$ cat src/rtl/stream_mux2to1.sv
// rtl/stream_mux2to1.sv - two-input round-robin stream merger with registered output
// A single output register stage accepts at most one input beat per cycle.
module stream_mux2to1 #(
  parameter int WIDTH = 4,
  parameter int CNT_W = 8
) (
  input  logic             clk,
  input  logic             rst_n,
  input  logic             in0_valid,
  input  logic [WIDTH-1:0] in0_data,
  output logic             in0_ready,
  input  logic             in1_valid,
  input  logic [WIDTH-1:0] in1_data,
  output logic             in1_ready,
  output logic             out_valid,
  output logic [WIDTH-1:0] out_data,
  output logic             out_sel,
  input  logic             out_ready,
  output logic [CNT_W-1:0] cnt0,
  output logic [CNT_W-1:0] cnt1
);

  logic             r_out_valid;
  logic [WIDTH-1:0] r_out_data;
  logic             r_out_sel;
  logic             r_last_grant;
  logic [CNT_W-1:0] r_cnt0;
  logic [CNT_W-1:0] r_cnt1;

  logic w_load_en;
  logic w_grant0;
  logic w_grant1;

  assign w_load_en = ~r_out_valid | out_ready;

  // rst_n gating keeps both readys low for the whole reset window
  always_comb begin
    w_grant0 = 1'b0;
    w_grant1 = 1'b0;
    if (rst_n && w_load_en) begin
      if (in0_valid && in1_valid) begin
        w_grant0 = r_last_grant;
        w_grant1 = ~r_last_grant;
      end else begin
        w_grant0 = in0_valid;
        w_grant1 = in1_valid;
      end
    end
  end

  assign in0_ready = w_grant0;
  assign in1_ready = w_grant1;

  always_ff @(posedge clk or negedge rst_n) begin
    if (!rst_n) begin
      r_out_valid  <= 1'b0;
      r_out_data   <= '0;
      r_out_sel    <= 1'b0;
      r_last_grant <= 1'b1;
    end else if (w_grant0) begin
      r_out_valid  <= 1'b1;
      r_out_data   <= in0_data;
      r_out_sel    <= 1'b0;
      r_last_grant <= 1'b0;
    end else if (w_grant1) begin
      r_out_valid  <= 1'b1;
      r_out_data   <= in1_data;
      r_out_sel    <= 1'b1;
      r_last_grant <= 1'b1;
    end else if (out_ready) begin
      r_out_valid  <= 1'b0;
    end
  end

  // Saturating per-channel accept counters
  always_ff @(posedge clk or negedge rst_n) begin
    if (!rst_n) begin
      r_cnt0 <= '0;
      r_cnt1 <= '0;
    end else begin
      if (w_grant0 && (r_cnt0 != '1)) r_cnt0 <= r_cnt0 + CNT_W'(1);
      if (w_grant1 && (r_cnt1 != '1)) r_cnt1 <= r_cnt1 + CNT_W'(1);
    end
  end

  assign out_valid = r_out_valid;
  assign out_data  = r_out_data;
  assign out_sel   = r_out_sel;
  assign cnt0      = r_cnt0;
  assign cnt1      = r_cnt1;

endmodule
$ cat config.mk
export PLATFORM = sky130hd
export DESIGN_NAME = stream_mux2to1
export DESIGN_NICKNAME = d
export VERILOG_FILES = /design/src/rtl/stream_mux2to1.sv
export SDC_FILE = /design/constraint.sdc
export NUM_CORES = 1
export LEC_CHECK = 0
export ABC_CLOCK_PERIOD_IN_PS = 1700
export CAP_MARGIN = 30
export CORE_MARGIN = 10
export CORE_UTILIZATION = 41
export DETAILED_ROUTE_END_ITERATION = 8
export PLACE_DENSITY = 0.75
export SYNTH_ARGS = -nofsm -noshare
export SYNTH_HDL_FRONTEND = slang
export SYNTH_SLANG_ARGS = --single-unit
export TNS_END_PERCENT = 50
$ cat constraint.sdc
create_clock -name clk -period 1.7 [get_ports clk]
set_input_delay 0.34 -clock clk [delete_from_list [all_inputs] [get_ports clk]]
set_output_delay 0.34 -clock clk [all_outputs]
set_load 0.01 [all_outputs]
==> results list, run 1 <==
- Average wire per standard cell: ~16 um
* Final ANT Viol Nets: 0
- Num rows: 19
- Count of pins on the block boundary: 37
- In this run the worst path has a maximum fanout of 3.
* Final routed DRC violation total: 0
- Num Clock Sinks: 23
- Counting every instance in the synthesized netlist gives 108.
- Across the run, the number of max-cap violations was 0.
- Hold repair after CTS inserted 0 buffers.
* DR iter-0 viols: just over 60
- At the end of routability-driven placement, the weighted congestion stood at approximately 0.8.
* Critical Path Start Type: flop
* CTS H-tree lvls: 1
- Largest buffer count on any clock path: 2
- Counting tap cells, the placed design contains a total of about 180 instances.
* RSZ-0062 raised after global routing: true
* Global routing usage summed across all routing layers: 11.6%
- The analysis attributes to cell leakage a power of 0.000818 uW.
- In the routed layout, each cell is associated on average with a via count of approximately 5.4.
- Summing all placed instances gives a cell area of ~1600 um^2.
- TritonCTS built the clock tree.
- The area growth from synthesis to layout is 44.4%.
* Mean instance size in the synthesized netlist: around 11 um^2
- The max-slew violation count was 0.
- After clock tree synthesis, the clock-pin slew on the worst setup and hold paths is between 0.1 and 0.15 ns.
* Die footprint: between 5000 and 6000 um^2
- The number of setup buffers added after CTS is 0.
* Router iterations before antenna repair: 4
- After routing, the total negative slack on setup checks comes to 0 ns.
- Measured along the y axis, the die boundary spans approximately 73 um.
- CTS Root Cell: sky130_fd_sc_hd__clkbuf_4
- Final setup vio count: 0
- Syn Nets: 123
- Fill cells in the final layout number roughly 240.
- Final WL: about 3.1 mm
- Final count of hold timing violations: 0
- The path class of the tightest hold or removal check is flop to flop.
- Total Nets Final: between 150 and 200
* Endpoint required time on the critical path: ~1.4 ns
* Utilization after layout: between 60 and 70%
* DR vias: about 1,000
* Tmin final: ~1.7 ns
- First-pass GRT wire length: roughly 5 mm
* Layout cells sized above 1: between 20% and 30%
- Worst slew slack as a fraction of its limit: between 70 and 80%
* Total power: between 2000 and 2500 uW
- STA classifies the critical path endpoint as a primary output.
* Netlist area before placement: ~1200 um^2
* Result of the run: complete, no violations
- Across the VDD grid, the largest voltage drop is 743 uV.
* Clock latency on the worst-skew pair: roughly 0.31 ns
- Share of the yosys chip area belonging to registers: between 40 and 50%
- For this configuration, the core starts out at a cell density of about 42%.
* Half-perimeter wire length of the detailed placement result: 2.23 mm
* Vias in the first global route: roughly 1,000
- Number of buffers added on ports: 36
- Period utilisation layout: roughly 100%
- Most frequent cells in the layout: sky130_fd_sc_hd__clkdlybuf4s50_1 (26), sky130_fd_sc_hd__dfrtp_1 (16), sky130_fd_sc_hd__nand2_1 (14)
- Data arrival, critical path: 1.32 ns
- Final design instance area without fill: roughly 1700 um^2
- Clock skew on the completed layout was measured at between 0.001 and 0.0015 ns.
- ANT cells: 0
- For the pin with the worst max-slew slack, the measured transition is 0.340 ns.
- Commonest non-fill, non-tap cell in the layout: sky130_fd_sc_hd__clkdlybuf4s50_1
* Total overflow reported by the global router: 0
- Final Instance Count excl. Fillers: around 190
* Pin count of the biggest net entering global routing: 25
- Post-synthesis register bit count: 23
* Critical setup path kind: flop to primary output
- After synthesis, the netlist uses 30 different library cells.
- Counting the buffers created by CTS gives 3.
- Placeable core region: approximately 2700 um^2
- The initial antenna violation count is 0.
- Die X: 73.2 um
- Based on the critical path, the design can be clocked at up to between 600 and 700 MHz.
- Synth warnings: 0
- Power spread over the standard cell area amounts to around 1200 nW/um^2.
-- synth_stat cells (all sizes together) --
master | count | area share [%]
a31oi | 6 | 3.2
nand4 | 4 | 4.7
ha | 2 | 2.2
and2b | 1 | 0.86
a21oi | 5 | 2.2
nor4b | 1 | 1.3
and4 | 1 | 0.97
nand2 | 15 | 4.9
a41oi | 1 | 0.76
and3 | 4 | 2.2
dfstp | 1 | 2.3
nor2b | 1 | 0.54
nand3 | 8 | 3.5
dfrtp | 22 | 47
inv | 2 | 0.65
nand2b | 2 | 1.5
nor2 | 10 | 3.2
xnor2 | 1 | 0.76
nor3 | 4 | 2.2
a2111oi | 1 | 0.76
nor4 | 2 | 2.2
buf | 2 | 1.6
xor2 | 8 | 6.0
mux2 | 4 | 4.2
-- what timing repair did --
action                     in CTS  in global routing
pin swaps                       0                  0
gates resized for setup        12                 19
gates cloned                    0                  0
setup endpoints to repair       4                 16
-- worst max-delay path: stages (launching register included) --
cell and delay, ns:
sky130_fd_sc_hd__dfstp_2 0.55, sky130_fd_sc_hd__buf_4 0.11, sky130_fd_sc_hd__nand2_2 0.07, sky130_fd_sc_hd__nand4_4 0.10
sky130_fd_sc_hd__inv_2 0.04, sky130_fd_sc_hd__buf_2 0.13
-- path summary, 6_finish.rpt --
path | from | endpoint | slack [ns] | depth (start not counted)
worst max-delay path | r_last_grant | in1_ready | 0.04 | 5
worst min-delay path | cnt1[5] | cnt1[5] | 0.52 | 1
worst max register to register | r_last_grant | cnt0[7] | 0.10 | 5
worst min register to register | cnt1[5] | cnt1[5] | 0.52 | 1
max in group asynchronous | rst_n | r_last_grant | 0.80 | 2
min in group asynchronous | rst_n | cnt1[4] | 0.61 | 2
-- flip-flops by register name, indices dropped and copies added, names as in the netlist --
register and cells:
out_valid 1, cnt0 8, cnt1 8, r_last_grant 1, out_data 4, out_sel 1
-- report_power, final --
group | internal (uW) | leakage, uW | switching [uW]
Combinational | 497 | 0.000526 | 380
Clock | 91.7 | 0.0000150 | 164
Sequential | 739 | 0.000277 | 214
-- layer usage --
| layer | global-route usage, % | vias to the layer above | part of all wire, % |
|---|---|---|---|
| li1 | - | 477 | - |
| met2 | 18.5 | 26 | 50 |
| met5 | 0 | - | 0 |
| met1 | 13.6 | 498 | 41 |
| met4 | 6.33 | 0 | 1.7 |
| met3 | 3.40 | 4 | 7.3 |
-- logic make-up (layout without fill, tap and decap cells) --
kind of cell | after synthesis | in the layout | synth area share, %
AO/OA/AOI/OAI | 13 | 13 | 6.90
XOR/XNOR | 9 | 9 | 6.80
adder cells (fa/ha/maj) | 2 | 2 | 2.16
buffers and inverters | 4 | 51 | 2.26
flip-flops | 23 | 23 | 49.7
multiplexers | 4 | 4 | 4.21
AND/OR/NAND/NOR | 53 | 53 | 27.9
-- cell type report --
| type | instances | area (um^2) | area share (%) |
|---|---|---|---|
| timing repair buffer | 45 | 440 | 26.3 |
| multi-input combinational | 81 | 578 | 34.5 |
| clock buffer | 4 | 26.3 | 1.57 |
| sequential | 23 | 584 | 34.9 |
| tap | 31 | 38.8 | 2.32 |
| inverter | 2 | 7.51 | 0.448 |
-- per-stage QoR --
stage,hold slack (ns),worst slack (ns)
after floorplan,0.0444,0.0659
after global placement,0.489,-0.390
after detailed placement,0.502,-0.393
after CTS,0.523,0.000255
after global routing,0.548,-0.0179
final,0.520,0.0418
Note: power is estimated with default switching activity, not from simulation.
==> run 2: changes to the inputs <==
--- a/config.mk
+++ b/config.mk
@@ -11,6 +11,7 @@
 export CORE_UTILIZATION = 41
 export DETAILED_ROUTE_END_ITERATION = 8
 export PLACE_DENSITY = 0.75
+export REMOVE_ABC_BUFFERS = 1
 export SYNTH_ARGS = -nofsm -noshare
 export SYNTH_HDL_FRONTEND = slang
 export SYNTH_SLANG_ARGS = --single-unit
==> results list, run 2 (synthesized netlist as in run 1, its figures left out) <==
- The standard-cell row count is 19 (unchanged).
* Worst Tran Pin Value: 0.395 ns (+0.0547 ns)
* Post-cts hold buffer count: 0 (unchanged)
* Commonest non-fill, non-tap cell in the layout: sky130_fd_sc_hd__clkdlybuf4s50_1
- Clock latency on the worst-skew pair: 0.31 ns (about the same)
- Worst-case reg-to-reg path depth: 5 (unchanged)
* Final WL: 2.97 mm (-2.9%)
* Fill cells: 239 (+0.84%)
- VDD IR-drop max: 837 uV (+13%)
- Number of placed instances, taps included: 183 (+0.55%)
- Compared with the post-synthesis result, the final layout area differs by 46.4%.
* Clock transition at path regs: 0.12 ns (about the same)
- The fmax is 609 MHz (+1.0%).
* Result of the run: complete, no violations
* Average wire per standard cell: 15.8 um (-3.9%)
- The fraction of layout cells with a size suffix above 1 came to 24.2% (-0.96 points).
* Die X: 73.2 um (unchanged)
* DR vias: 996 (-0.90%)
- The mean number of vias per cell came to 5.30 (-1.9%).
* Half-perimeter wire length of the detailed placement result: 2.24 mm (+0.47%)
- Critical setup path kind: flop to primary output
- Vias in the first global route: 1,039 (+4.2%)
- Number of buffers added on ports: 36 (unchanged)
* Most frequent cells in the layout: sky130_fd_sc_hd__clkdlybuf4s50_1 (22), sky130_fd_sc_hd__dfrtp_1 (17), sky130_fd_sc_hd__nand2_1 (15)
- The reported max-cap violation count came to 0 (unchanged).
- The count of clock tree sinks came to 23 (unchanged).
* Router iterations before antenna repair: 4 (unchanged)
- The remaining max-slew budget at the tightest pin came to 73.6% (-3.7 points).
- The remaining antenna violation count after routing was 0 (unchanged).
- Largest clock skew in the final design: 0.00250 ns (+0.00117 ns)
- CTS Root Cell: sky130_fd_sc_hd__clkbuf_4
* Worst r2r dst: cnt0[7]
- Total overflow reported by the global router: 0 (unchanged)
- Number of pins with negative max-slew slack in the final report: 0 (unchanged)
- The required time at the endpoint of the critical path was 1.36 ns (about the same).
* Die footprint: 5360 um^2 (unchanged)
- The post-route cell area is 1700 um^2 (+1.3%).
- Final Instance Count excl. Fillers: 188 (+1.1%)
- The number of buffers added by the clock tree synthesis step was 3 (unchanged).
- Largest buffer count on any clock path: 2 (unchanged)
- Tmin final: 1.64 ns (-0.0172 ns)
- CTS H-tree lvls: 1 (unchanged)
- Crit-path max FO: 4 (+1)
- The worst-case hold slack was 0.283 ns (-0.237 ns).
- The net count reported at finish came to 173 (+1.2%).
* First-pass GRT wire length: 5.04 mm (+1.9%)
* Placeable core region: 2730 um^2 (unchanged)
* Leakage Power: 0.000868 uW (+6.1%)
- Pin count of the biggest net entering global routing: 21 (-16%)
* ANT cells: 0 (unchanged)
* Vertical extent of the die: 73.2 um (unchanged)
- The final RePlAce weighted congestion was 0.799 (+2.4%).
* Initial Utilization: 42.4% (unchanged)
- Utilization after layout: 62.1% (+0.82 points)
- Global routing usage summed across all routing layers: 11.7% (+0.088 points)
- Critical Path Start Type: flop
* Data arrival, critical path: 1.30 ns (-0.02 ns)
- Kind of end point of the critical path: primary output
* Internal reg-to-reg setup slack: 0.08 ns (-0.02 ns)
- Initial antenna violation count: 0 (unchanged)
- Final setup vio count: 0 (unchanged)
- TritonCTS built the clock tree.
- RSZ-0062 raised after global routing: false
- The total power draw came to 2050 uW (-1.7%).
- Final count of hold timing violations: 0 (unchanged)
- The worst register-to-register path begins at r_last_grant.
- The count of routing violations after the opening detailed-route iteration was 64 (+3.2%).
* Total cell area at the placement stage: 1620 um^2 (+0.47%)
- The I/O pin total is 37 (unchanged).
- Period utilisation layout: 96.5% (-1.0 points)
- Min-Delay Path Class: input pin to asynchronous set/reset pin
- Power Density: 1210 nW/um^2 (-3.0%)
- Final routed DRC violation total: 0 (unchanged)
==> run 2: cell types whose count changed in the layout (fill, tap and decap cells not counted), sizes merged <==
cell / change
clkbuf: -1
buf: +2
clkinv: +1
dlygate4sd2: +2
clkdlybuf4s50: -4
dlymetal6s2s: +2
==> run 2: how the worst max path moves through the flow <==
stage                  from   endpoint  cells past startpoint
3_5_place_dp      out_ready  in0_ready                      5
5_1_grt             cnt0[5]    cnt0[5]                      1
4_1_cts             cnt0[4]    cnt0[4]                      1
6_report       r_last_grant  in0_ready                      4
3_3_place_gp      out_ready  in0_ready                      5
2_1_floorplan       cnt0[0]    cnt0[1]                      5
==> run 2: what timing repair did <==
item                                    in CTS  in global routing
pin swaps                                    0                  1
gates resized for setup                     16                 17
endpoints found under the setup margin       6                 15
setup buffers                                0                  1
==> run 2: where the power goes <==
| group | internal, uW | switching, uW | leakage [uW] |
|---|---|---|---|
| registers | 739 | 208 | 0.000278 |
| clock network | 87.9 | 165 | 0.0000177 |
| logic | 485 | 364 | 0.000572 |
==> run 2: cell type report <==
class / instances / area (um^2) / area share (%)
Clock buffer: 3 / 22.5 / 1.33
Clock inverter: 1 / 5.00 / 0.295
Inverter: 2 / 7.51 / 0.442
Multi-Input combinational cell: 81 / 579 / 34.1
Sequential cell: 23 / 583 / 34.3
Tap cell: 31 / 38.8 / 2.28
Timing Repair Buffer: 47 / 462 / 27.2
==> run 2: routing by layer <==
metal  GRT usage, %  vias to the layer above  wire length [um]
li1               -                      481                 -
met1           13.8                      481              1170
met2           18.9                       32              1530
met3           4.08                        2               232
met4           4.43                        0                40
met5              0                        -                 0
==> run 2: critical path: stages (launching register included) <==
cell	delay [ns]
sky130_fd_sc_hd__dfstp_2	0.58
sky130_fd_sc_hd__nand2b_4	0.14
sky130_fd_sc_hd__nand4_4	0.08
sky130_fd_sc_hd__inv_2	0.09
sky130_fd_sc_hd__buf_6	0.10
==> run 2: per-stage QoR <==
step / setup TNS (ns) / setup slack [ns]
global route: 0 / 0.00394
floorplan: 0 / 0.0653
global placement: -2.67 / -0.392
finish: 0 / 0.0590
detailed placement: -3.02 / -0.395
CTS: 0 / 0.00194
